===== src/rtl/delay_pulse_channel.sv =====
// One output channel of the delay generator: trigger, wait delay, pulse width.
// Optional registered busy flag is built when DELAY_PULSE_BUSY_EN is defined.
module delay_pulse_channel #(
    parameter int WIDTH = 32
) (
    input  logic             clk,
    input  logic             reset,
    input  logic [1:0]       t0,
    input  logic [WIDTH-1:0] delay,
    input  logic [WIDTH-1:0] width,
    output logic             pinout
`ifdef DELAY_PULSE_BUSY_EN
    ,
    output logic             busy
`endif
);

    typedef enum logic [1:0] {
        IDLE,
        DLY,
        PULSE
    } state_t;

    localparam logic [WIDTH-1:0] ONE = {{(WIDTH-1){1'b0}}, 1'b1};

    state_t           state_q, state_d;
    logic [WIDTH-1:0] dcnt_q, dcnt_d;
    logic [WIDTH-1:0] wcnt_q, wcnt_d;
    logic [WIDTH-1:0] wsnap_q, wsnap_d;
    logic             trig;

    assign trig = (t0 == 2'b01);

    // Counters hold "edges remaining minus one", so a zero count means this
    // edge is the last one spent in the current state.
    always_comb begin
        state_d = state_q;
        dcnt_d  = dcnt_q;
        wcnt_d  = wcnt_q;
        wsnap_d = wsnap_q;
        if (trig) begin
            wsnap_d = width;
            if (width == '0) begin
                state_d = IDLE;
            end else if (delay == '0) begin
                state_d = PULSE;
                wcnt_d  = width - ONE;
            end else begin
                state_d = DLY;
                dcnt_d  = delay - ONE;
            end
        end else begin
            unique case (state_q)
                IDLE: begin
                    state_d = IDLE;
                end
                DLY: begin
                    if (dcnt_q == '0) begin
                        state_d = PULSE;
                        wcnt_d  = wsnap_q - ONE;
                    end else begin
                        dcnt_d = dcnt_q - ONE;
                    end
                end
                PULSE: begin
                    if (wcnt_q == '0) begin
                        state_d = IDLE;
                    end else begin
                        wcnt_d = wcnt_q - ONE;
                    end
                end
                default: begin
                    state_d = IDLE;
                end
            endcase
        end
    end

    always_ff @(posedge clk) begin
        if (reset) begin
            state_q <= IDLE;
            dcnt_q  <= '0;
            wcnt_q  <= '0;
            wsnap_q <= '0;
        end else begin
            state_q <= state_d;
            dcnt_q  <= dcnt_d;
            wcnt_q  <= wcnt_d;
            wsnap_q <= wsnap_d;
        end
    end

    assign pinout = (state_q == PULSE);

`ifdef DELAY_PULSE_BUSY_EN
    assign busy = (state_q != IDLE);
`endif

endmodule


===== config.mk =====
export PLATFORM = sky130hd
export DESIGN_NAME = delay_pulse_channel
export DESIGN_NICKNAME = d
export VERILOG_FILES = /design/src/rtl/delay_pulse_channel.sv
export SDC_FILE = /design/constraint.sdc
export NUM_CORES = 1
export LEC_CHECK = 0
export BUFFER_PORTS_ARGS = -buffer_cell sky130_fd_sc_hd__buf_2
export CORE_MARGIN = 3
export CORE_UTILIZATION = 32
export DETAILED_ROUTE_END_ITERATION = 10
export GPL_ROUTABILITY_DRIVEN = 0
export GPL_TIMING_DRIVEN = 0
export PLACE_DENSITY = 0.47
export SKIP_CTS_REPAIR_TIMING = 1
export SLEW_MARGIN = 20
export SYNTH_ARGS = -nofsm -noshare
export SYNTH_HDL_FRONTEND = slang
export SYNTH_SLANG_ARGS = --single-unit

===== constraint.sdc =====
create_clock -name clk -period 4.4 [get_ports clk]
set_input_delay 0.88 -clock clk [delete_from_list [all_inputs] [get_ports clk]]
set_output_delay 0.88 -clock clk [all_outputs]
set_load 0.01 [all_outputs]

==> run summary, run 1 <==
The run finished with clean final reports. The floorplan die area came out at 22,510 um2. The number of nets produced by synthesis is 971. The width of the die is 150.0 um. The total number of vias came out at 7,248. The number of levels the H-tree was split into is 3. The number of clock sinks is 98. The area overhead of the layout relative to synthesis is 16.49%.

The static leakage power came out at 2.664 nW. The share of total power consumed by net switching is 0.3423. The clock edge transition at the registers on the reported setup and hold paths came out at 0.07 ns. IR analysis of the VDD net gives a maximum drop of 0.1659 mV. The number of antenna violations at the first check in global routing came out at 0. The startpoint of the lowest-slack register-to-register path is state_q[1]. The number of violations reported at the end of detailed-routing iteration 0 came out at 636. The count of final max-slew check failures is 0. In this run the critical register-to-register path is captured at wcnt_q[16]. The endpoint class of the critical path is a flip-flop. STA classifies the critical path startpoint as an input pin. The final setup violation count is 0. The share of the core filled with cells in the final layout came out at 0.3810. The total core area came out at 20,300 um2. The biggest cell delay along the critical path came out at 0.36 ns. The tightest slew margin relative to the limit came out at 0.3619. The average wire length per cell after detail routing came out at 22.16 um. The largest buffer count on any clock path came out at 2. Among all flip-flop cells after synthesis, the most frequent one is sky130_fd_sc_hd__dfxtp_1. The clock network fraction of total power came out at 0.332. The required time of the worst setup path is 4.61 ns.

The number of filler instances in the final layout came out at 2,235. The worst min-delay path category is reg2reg. The power dissipated by switching net loads is 0.0008098 W.

The number of port buffers came out at 68. Setup slack closes at 0.1648 ns. Setup repair after global routing left no endpoint under its margin. The path depth of the worst reg2reg path is 15.

TritonCTS built the clock tree. The pin slew with the least headroom to its limit is 0.9571 ns. The total detailed-routing wirelength is 27,810 um.

The sequential cell fraction of total power is 0.411. The count of nets left with antenna violations once routing finished came out at 0. Across every metal layer, demand over resource in global routing totals 0.2469. The proportion of power drawn by combinational gates is 0.258. The cell area that synthesis handed to floorplanning was 6639 um2.

The distinct cell type count after synthesis is 71. The worst hold path was traced through 2 stages. The setup path with the least slack is of type in2reg. The vertical die dimension came out at 150.0 um. After floorplanning, the core was divided into 52 placement rows. The via count of the first global-routing pass came out at 6,910. The total overflow left after global routing is 0. Power spread over the standard cell area amounts to 305.9 nW/um2.

The number of flops mapped to enable cells by yosys is 0. The largest individual stage delay along the critical path comes from the cell sky130_fd_sc_hd__o41a_1. Leaving out fill and tap cells, the most frequent cell in the layout is sky130_fd_sc_hd__nand2_1. The sequential-to-total area share from yosys stat came out at 0.2955.

The total internal power is 0.001556 W. In the layout the commonest cells are sky130_fd_sc_hd__nand2_1 (137), sky130_fd_sc_hd__nor2_1 (105), sky130_fd_sc_hd__dfxtp_1 (98), sky130_fd_sc_hd__a21oi_1 (75), sky130_fd_sc_hd__buf_2 (73). The number of remaining DRC errors is 0.

At the end of the flow, the number of nets in the layout was 1,051. The number of standard cells after synthesis is 901. After legalization and detailed placement, the total HPWL measured 20,410 um.

The first TritonRoute pass finished after 5 iterations. The maximum clock frequency came out at 0.2361 GHz. The clock reaches the later pin of the worst-skew pair after 0.36 ns. Walking the worst path, the cells encountered are buf_2, nor2b_1, buf_6, buf_6, buf_12, buf_6, buf_6, buf_8, buf_6, a21oi_1, a21oi_1, ha_1, o211ai_1, nor4b_4, buf_4, nand2_2, o41a_1, o221ai_2, a311oi_1. The count of boundary I/O pins came out at 69. The path with the worst hold slack has its endpoint at wsnap_q[16]. The async set or reset register ratio after synthesis came out at 0. OpenSTA, run right after detailed placement, puts the worst setup slack at -1.936 ns. Entering global routing, the biggest net connects 15 pins. The setup slack of the worst register-to-register path came out at 0.26 ns. The final critical-path share of the clock period came out at 0.9626. The root buffer cell chosen for the clock tree is sky130_fd_sc_hd__clkbuf_16.

A synthesized cell averages 7.368 um2. The initial cell density of the core came out at 0.3270. The maximum fanout encountered on the critical timing path came out at 19. The wire length of the first global-routing pass came out at 41,780 um. The total CTS buffers is 9. The worst hold path begins at wsnap_q[16]. The number of maximum-capacitance violations came out at 0. On the final layout, the worst clock skew is 0.007865 ns. The number of synthesized register bits came out at 98. The count of inserted antenna diode cells is 0. The final hold violation count came to 0. The post-detailed-route via-to-cell ratio is 5.775. The routed design could run at a clock period as short as 4.235 ns. For the worst setup path, the data arrival time is 4.44 ns. The fraction of final layout cells sized beyond drive strength 1 is 0.1371. The total number of yosys warnings came out at 0.

In this design, the critical path's most frequently occurring cell is sky130_fd_sc_hd__buf_6.
==> worst max path at each step <==
stage	startpoint	to	slack, ns	cells after the start
final	t0[0]	wcnt_q[16]	0.16	19
after global routing	t0[0]	dcnt_q[30]	0.008	19
after CTS	t0[0]	dcnt_q[18]	-1.58	20
after detailed placement	t0[0]	dcnt_q[18]	-1.94	20
after global placement	t0[0]	dcnt_q[18]	-1.93	20
after floorplan	t0[0]	wcnt_q[16]	0.05	18
==> kinds of logic (layout without fill, tap and decap cells) <==
group | after synthesis | count (layout) | share of synthesized area
flip-flops | 98 | 98 | 0.2955
adder cells (fa/ha/maj) | 2 | 2 | 0.003769
multiplexers | 51 | 51 | 0.07991
AND/OR/NAND/NOR | 390 | 390 | 0.2842
XOR/XNOR | 33 | 33 | 0.04353
buffers and inverters | 67 | 151 | 0.04184
AO/OA/AOI/OAI | 260 | 260 | 0.2512
==> critical path: cells and delay by family <==
kind	cells	cell delay (ns)
AO/OA/AOI/OAI	6	1.11
buffers and inverters	9	1.59
adder cells (fa/ha/maj)	1	0.20
AND/OR/NAND/NOR	3	0.61
==> per-layer routing <==
| layer | GRT usage | up-vias | share of wire | routed length (um) |
|---|---|---|---|---|
| met5 | 0 | - | 0 | 0 |
| met4 | 0.09927 | 0 | 0.032 | 881 |
| met3 | 0.02786 | 55 | 0.050 | 1402 |
| met2 | 0.4143 | 273 | 0.48 | 13220 |
| met1 | 0.3234 | 3444 | 0.44 | 12300 |
| li1 | - | 3476 | - | - |
==> final cells by class <==
class / instances / area, um2 / share of cell area
buffer: 60 / 334.1 / 0.04320
clock inverter: 2 / 12.51 / 0.001618
tap: 270 / 337.8 / 0.04368
timing repair buffer: 70 / 355.3 / 0.04595
multi-input combinational: 736 / 4449 / 0.5753
sequential: 98 / 1962 / 0.2537
inverter: 6 / 22.52 / 0.002912
clock buffer: 13 / 260.3 / 0.03365
==> power groups by stage <==
stage / clock network [W] / logic [W] / registers (W)
2_1_floorplan: 0 / 0.000379 / 0.000976
3_3_place_gp: 0 / 0.000579 / 0.000991
3_5_place_dp: 0 / 0.000580 / 0.000990
4_1_cts: 0.000797 / 0.000582 / 0.000969
5_1_grt: 0.000835 / 0.000665 / 0.000976
6_report: 0.000785 / 0.000610 / 0.000971
==> flip-flops by register name, summed over array words and instances (netlist names) <==
| register | cells |
|---|---|
| dcnt_q | 32 |
| state_q | 2 |
| wcnt_q | 32 |
| wsnap_q | 32 |
==> synth_stat cells, types with 5 or more instances <==
cell / count / area (um2)
sky130_fd_sc_hd__o211ai_1: 10 / 75.07
sky130_fd_sc_hd__mux2i_1: 44 / 440.4
sky130_fd_sc_hd__or3_1: 12 / 75.07
sky130_fd_sc_hd__nor3b_1: 8 / 60.06
sky130_fd_sc_hd__a211oi_1: 30 / 225.2
sky130_fd_sc_hd__nand4_1: 8 / 50.05
sky130_fd_sc_hd__buf_2: 12 / 60.06
sky130_fd_sc_hd__nand3_1: 20 / 100.1
sky130_fd_sc_hd__dfxtp_1: 98 / 1962
sky130_fd_sc_hd__nor2_1: 105 / 394.1
sky130_fd_sc_hd__clkbuf_1: 38 / 142.6
sky130_fd_sc_hd__and2_1: 6 / 37.54
sky130_fd_sc_hd__nor2b_1: 7 / 43.79
sky130_fd_sc_hd__nor3_1: 34 / 170.2
sky130_fd_sc_hd__nand2_1: 139 / 521.8
sky130_fd_sc_hd__mux2_2: 6 / 67.56
sky130_fd_sc_hd__o2111ai_1: 20 / 175.2
sky130_fd_sc_hd__a21oi_1: 76 / 380.4
sky130_fd_sc_hd__buf_1: 9 / 33.78
sky130_fd_sc_hd__xnor2_1: 17 / 148.9
sky130_fd_sc_hd__nor4_1: 16 / 100.1
sky130_fd_sc_hd__xor2_1: 16 / 140.1
sky130_fd_sc_hd__inv_1: 6 / 22.52
sky130_fd_sc_hd__and3_1: 6 / 37.54
sky130_fd_sc_hd__o22ai_1: 5 / 31.28
sky130_fd_sc_hd__a31oi_1: 19 / 118.9
sky130_fd_sc_hd__o21ai_0: 60 / 300.3
==> per-stage QoR <==
step | cell area, um2 | power (W) | setup TNS (ns) | hold WS, ns | cells
after floorplan | 6650 | 0.001355 | 0 | 0.4329 | 901
final | 7734 | 0.002365 | 0 | 0.4585 | 1255
after global routing | 7734 | 0.002476 | 0 | 0.4804 | 1255
after detailed placement | 7341 | 0.001569 | -49.39 | 0.4491 | 1240
after global placement | 7328 | 0.001569 | -48.23 | 0.4454 | 1239
after CTS | 7614 | 0.002349 | -35.05 | 0.4588 | 1255
(Power assumes the default switching activity.)
==> run 2: changes to the inputs <==
CELL_PAD_IN_SITES_DETAIL_PLACEMENT = 2   (was default)
CELL_PAD_IN_SITES_GLOBAL_PLACEMENT = 2   (was default)
CORE_MARGIN = 2   (was 3)
CORE_UTILIZATION = 31   (was 32)
PLACE_DENSITY = 0.74   (was 0.47)
==> run 2 against run 1 <==
  * Clock skew increased by 0.0049 ns
  * Clock power increased by 4.5%
  * Register-to-register slack improved by 0.18 ns
  * Global-route usage increased by 3.0 points
  * Core utilization decreased by 1.1 points
  * Hold slack improved by 0.0047 ns
  * Critical path depth unchanged
  * Critical path type unchanged
  * Sequential power about the same
  * Via count increased by 3.0%
  * Cell count increased by 0.72%
==> run summary, run 2 (synthesized netlist as in run 1, its figures left out) <==
The most common cell after layout, fill and taps aside is sky130_fd_sc_hd__nand2_1. The critical path goes through buf_2, nor2b_1, buf_6, buf_6, buf_12, buf_6, buf_6, buf_6, buf_6, a21oi_1, a21oi_1, ha_1, o211ai_1, nor4b_4, buf_4, nand2_2, o41a_1, o221ai_1, a311oi_1. The worst min-delay path category is reg2reg. The number of violations reported at the end of detailed-routing iteration 0 is 406 (-36%). The combined buffer and inverter count along the critical path is 9 (unchanged). TritonCTS built the clock tree. The vertical die dimension came out at 150.3 um (+0.20%). The minimum clock period after layout was 4.227 ns (-0.007751 ns). The number of port buffers is 68 (unchanged). The fraction of final layout cells sized beyond drive strength 1 came out at 0.1436 (+0.006524).

The final hold violation count is 0 (unchanged). The half-perimeter wire length after placement came out at 23,270 um (+14%). The routed length on met3 came out at 971 um (-31%). The count of final max-slew check failures came out at 0 (unchanged). The via count of the first global-routing pass was 7,805 (+13%). The flow ran to the end, and the final reports show no timing, DRC or antenna violations. The instance area after placement was 7352 um2 (+0.15%). The peak supply drop was 0.1692 mV (+2.0%). The end point of the critical path is wcnt_q[16].

The detailed-routing wirelength on met1 is 13,930 um (+13%). The clock edge transition at the registers on the reported setup and hold paths is 0.08 ns (about the same). The routed wire length on met2 is 15,510 um (+17%).

The pin count of the biggest net entering global routing is 18 (+3). The biggest cell delay along the critical path came out at 0.34 ns (-0.02 ns). The total detailed-routing wirelength is 31,060 um (+12%). The setup slack of the worst register-to-register path is 0.44 ns (+0.18 ns). In the layout the commonest cells are sky130_fd_sc_hd__nand2_1 (137), sky130_fd_sc_hd__nor2_1 (105), sky130_fd_sc_hd__dfxtp_1 (98), sky130_fd_sc_hd__a21oi_1 (75), sky130_fd_sc_hd__buf_2 (73). The path depth of the worst reg2reg path is 15 (unchanged).

The critical register-to-register path endpoint is wcnt_q[16]. The width of the die is 150.3 um (+0.20%). The post-detailed-route via-to-cell ratio is 5.907 (+2.3%). The number of antenna violations at the first check in global routing came out at 0 (unchanged).

The count of boundary I/O pins was 69 (unchanged). The wire length of the first global-routing pass was 46,940 um (+12%). The final net count was 1,054 (+0.29%).

The setup clock skew after layout is 0.01281 ns (+0.004945 ns). The average wire length per cell after detail routing came out at 24.57 um (+11%). The footprint of the multi-input gates is 4444 um2 (-0.11%). The master of the slowest instance on the critical path is sky130_fd_sc_hd__o41a_1. Signal routing reaches up to met4. The number of maximum-capacitance violations is 0 (unchanged). The maximum clock frequency was 0.2365 GHz (+0.18%). The pin slew with the least headroom to its limit is 0.9012 ns (-0.05589 ns). The total core area is 21,020 um2 (+3.6%). The number of nets still failing antenna checks after routing came out at 0 (unchanged). The data arrival at the endpoint of the critical path is 4.44 ns (about the same). The total number of vias is 7,467 (+3.0%). The remaining global-route overflow is 0 (unchanged). The area of all placed cells without fillers came to 7767 um2 (+0.44%). The floorplan die area is 22,600 um2 (+0.41%). The largest buffer count on any clock path is 2 (unchanged). The path length in cells of the critical path came out at 19 (unchanged).

The power per unit of standard cell area came out at 312.8 nW/um2 (+2.3%). The number of clock sinks is 98 (unchanged). The initial cell density of the core was 0.3158 (-0.01123). The number of filler instances in the final layout is 2,527 (+13%). The clock tree root driver cell is sky130_fd_sc_hd__clkbuf_16. The total CTS buffers came to 9 (unchanged). The tightest slew margin relative to the limit came out at 0.3992 (+0.03726). The number of remaining DRC errors is 0 (unchanged).

Relative to the synthesized area, the layout overhead comes to 17.00%. The later-pin clock latency in the skew report is 0.37 ns (about the same). The static leakage power is 2.683 nW (+0.75%). The final setup violation count is 0 (unchanged). The worst register-to-register path begins at state_q[0].

The required time of the worst setup path is 4.62 ns (about the same). The number of levels the H-tree was split into came out at 3 (unchanged). The global-route usage over all layers came out at 0.2769 (+0.02998). The area taken by flip-flops and latches is 1962 um2 (unchanged).

The largest registers in the layout are dcnt_q x32, wcnt_q x32, wsnap_q x32. The worst setup path is launched from an input pin. The number of detailed-route iterations in the first pass is 4 (-1). The final critical-path share of the clock period came to 0.9608 (-0.001762). The worst setup path is of the in2reg kind. The endpoint class of the critical path is a flip-flop. The number of placement rows came to 53 (+1.9%). The worst slack on hold paths was 0.4632 ns (+0.004679 ns). The maximum fanout encountered on the critical timing path is 19 (unchanged). The kind of cell with the highest combined delay along the critical path is buffers and inverters.

Among the stages of the critical path, the cell type that occurs most often is sky130_fd_sc_hd__buf_6. The most critical setup path has its startpoint at t0[0]. The count of inserted antenna diode cells was 0 (unchanged).
[run 2: per-stage QoR]
stage	total power [W]	instances	utilization	worst slack, ns	TNS, ns
3_3_place_gp	0.001578	1244	0.3489	-2.103	-53.97
5_1_grt	0.002545	1264	0.3695	-0.03344	-0.03344
2_1_floorplan	0.001355	901	-	0.05170	0
6_report	0.002430	1264	0.3695	0.1725	0
3_5_place_dp	0.001596	1245	0.3497	-2.183	-57.07
4_1_cts	0.002417	1261	0.3633	-1.798	-38.43
[run 2: power by group]
group	internal (W)	switching (W)
Combinational	0.000222	0.000413
Clock	0.000406	0.000414
Sequential	0.000927	0.0000477
[run 2: worst min-delay path: cells and delay by family (launching register included)]
family / cells / cell delay (ns)
flops: 1 / 0.31
compound gates: 1 / 0.05
simple gates: 1 / 0.05
[run 2: layout make-up]
class,instances,share of cell area
Inverter,6,0.002899
Buffer,60,0.04269
Clock buffer,10,0.03077
Timing Repair Buffer,73,0.04865
Sequential cell,98,0.2526
Multi-Input combinational cell,736,0.5722
Tap cell,275,0.04430
Clock inverter,6,0.005960
[run 2: worst min path at each step]
stage	from	to	slack [ns]	cells past startpoint
final	wsnap_q[28]	wsnap_q[28]	0.46	2
after CTS	wsnap_q[31]	wsnap_q[31]	0.46	2
after global routing	wsnap_q[29]	wsnap_q[29]	0.49	2
after detailed placement	wsnap_q[31]	wsnap_q[31]	0.45	2
after floorplan	wsnap_q[15]	wsnap_q[15]	0.43	2
after global placement	wsnap_q[29]	wsnap_q[29]	0.44	2
[run 2: layer usage]
| layer | track usage | vias to the layer above |
|---|---|---|
| met5 | 0 | - |
| met4 | 0.08066 | 0 |
| met3 | 0.03606 | 49 |
| met2 | 0.4911 | 157 |
| met1 | 0.3492 | 3781 |
| li1 | - | 3480 |
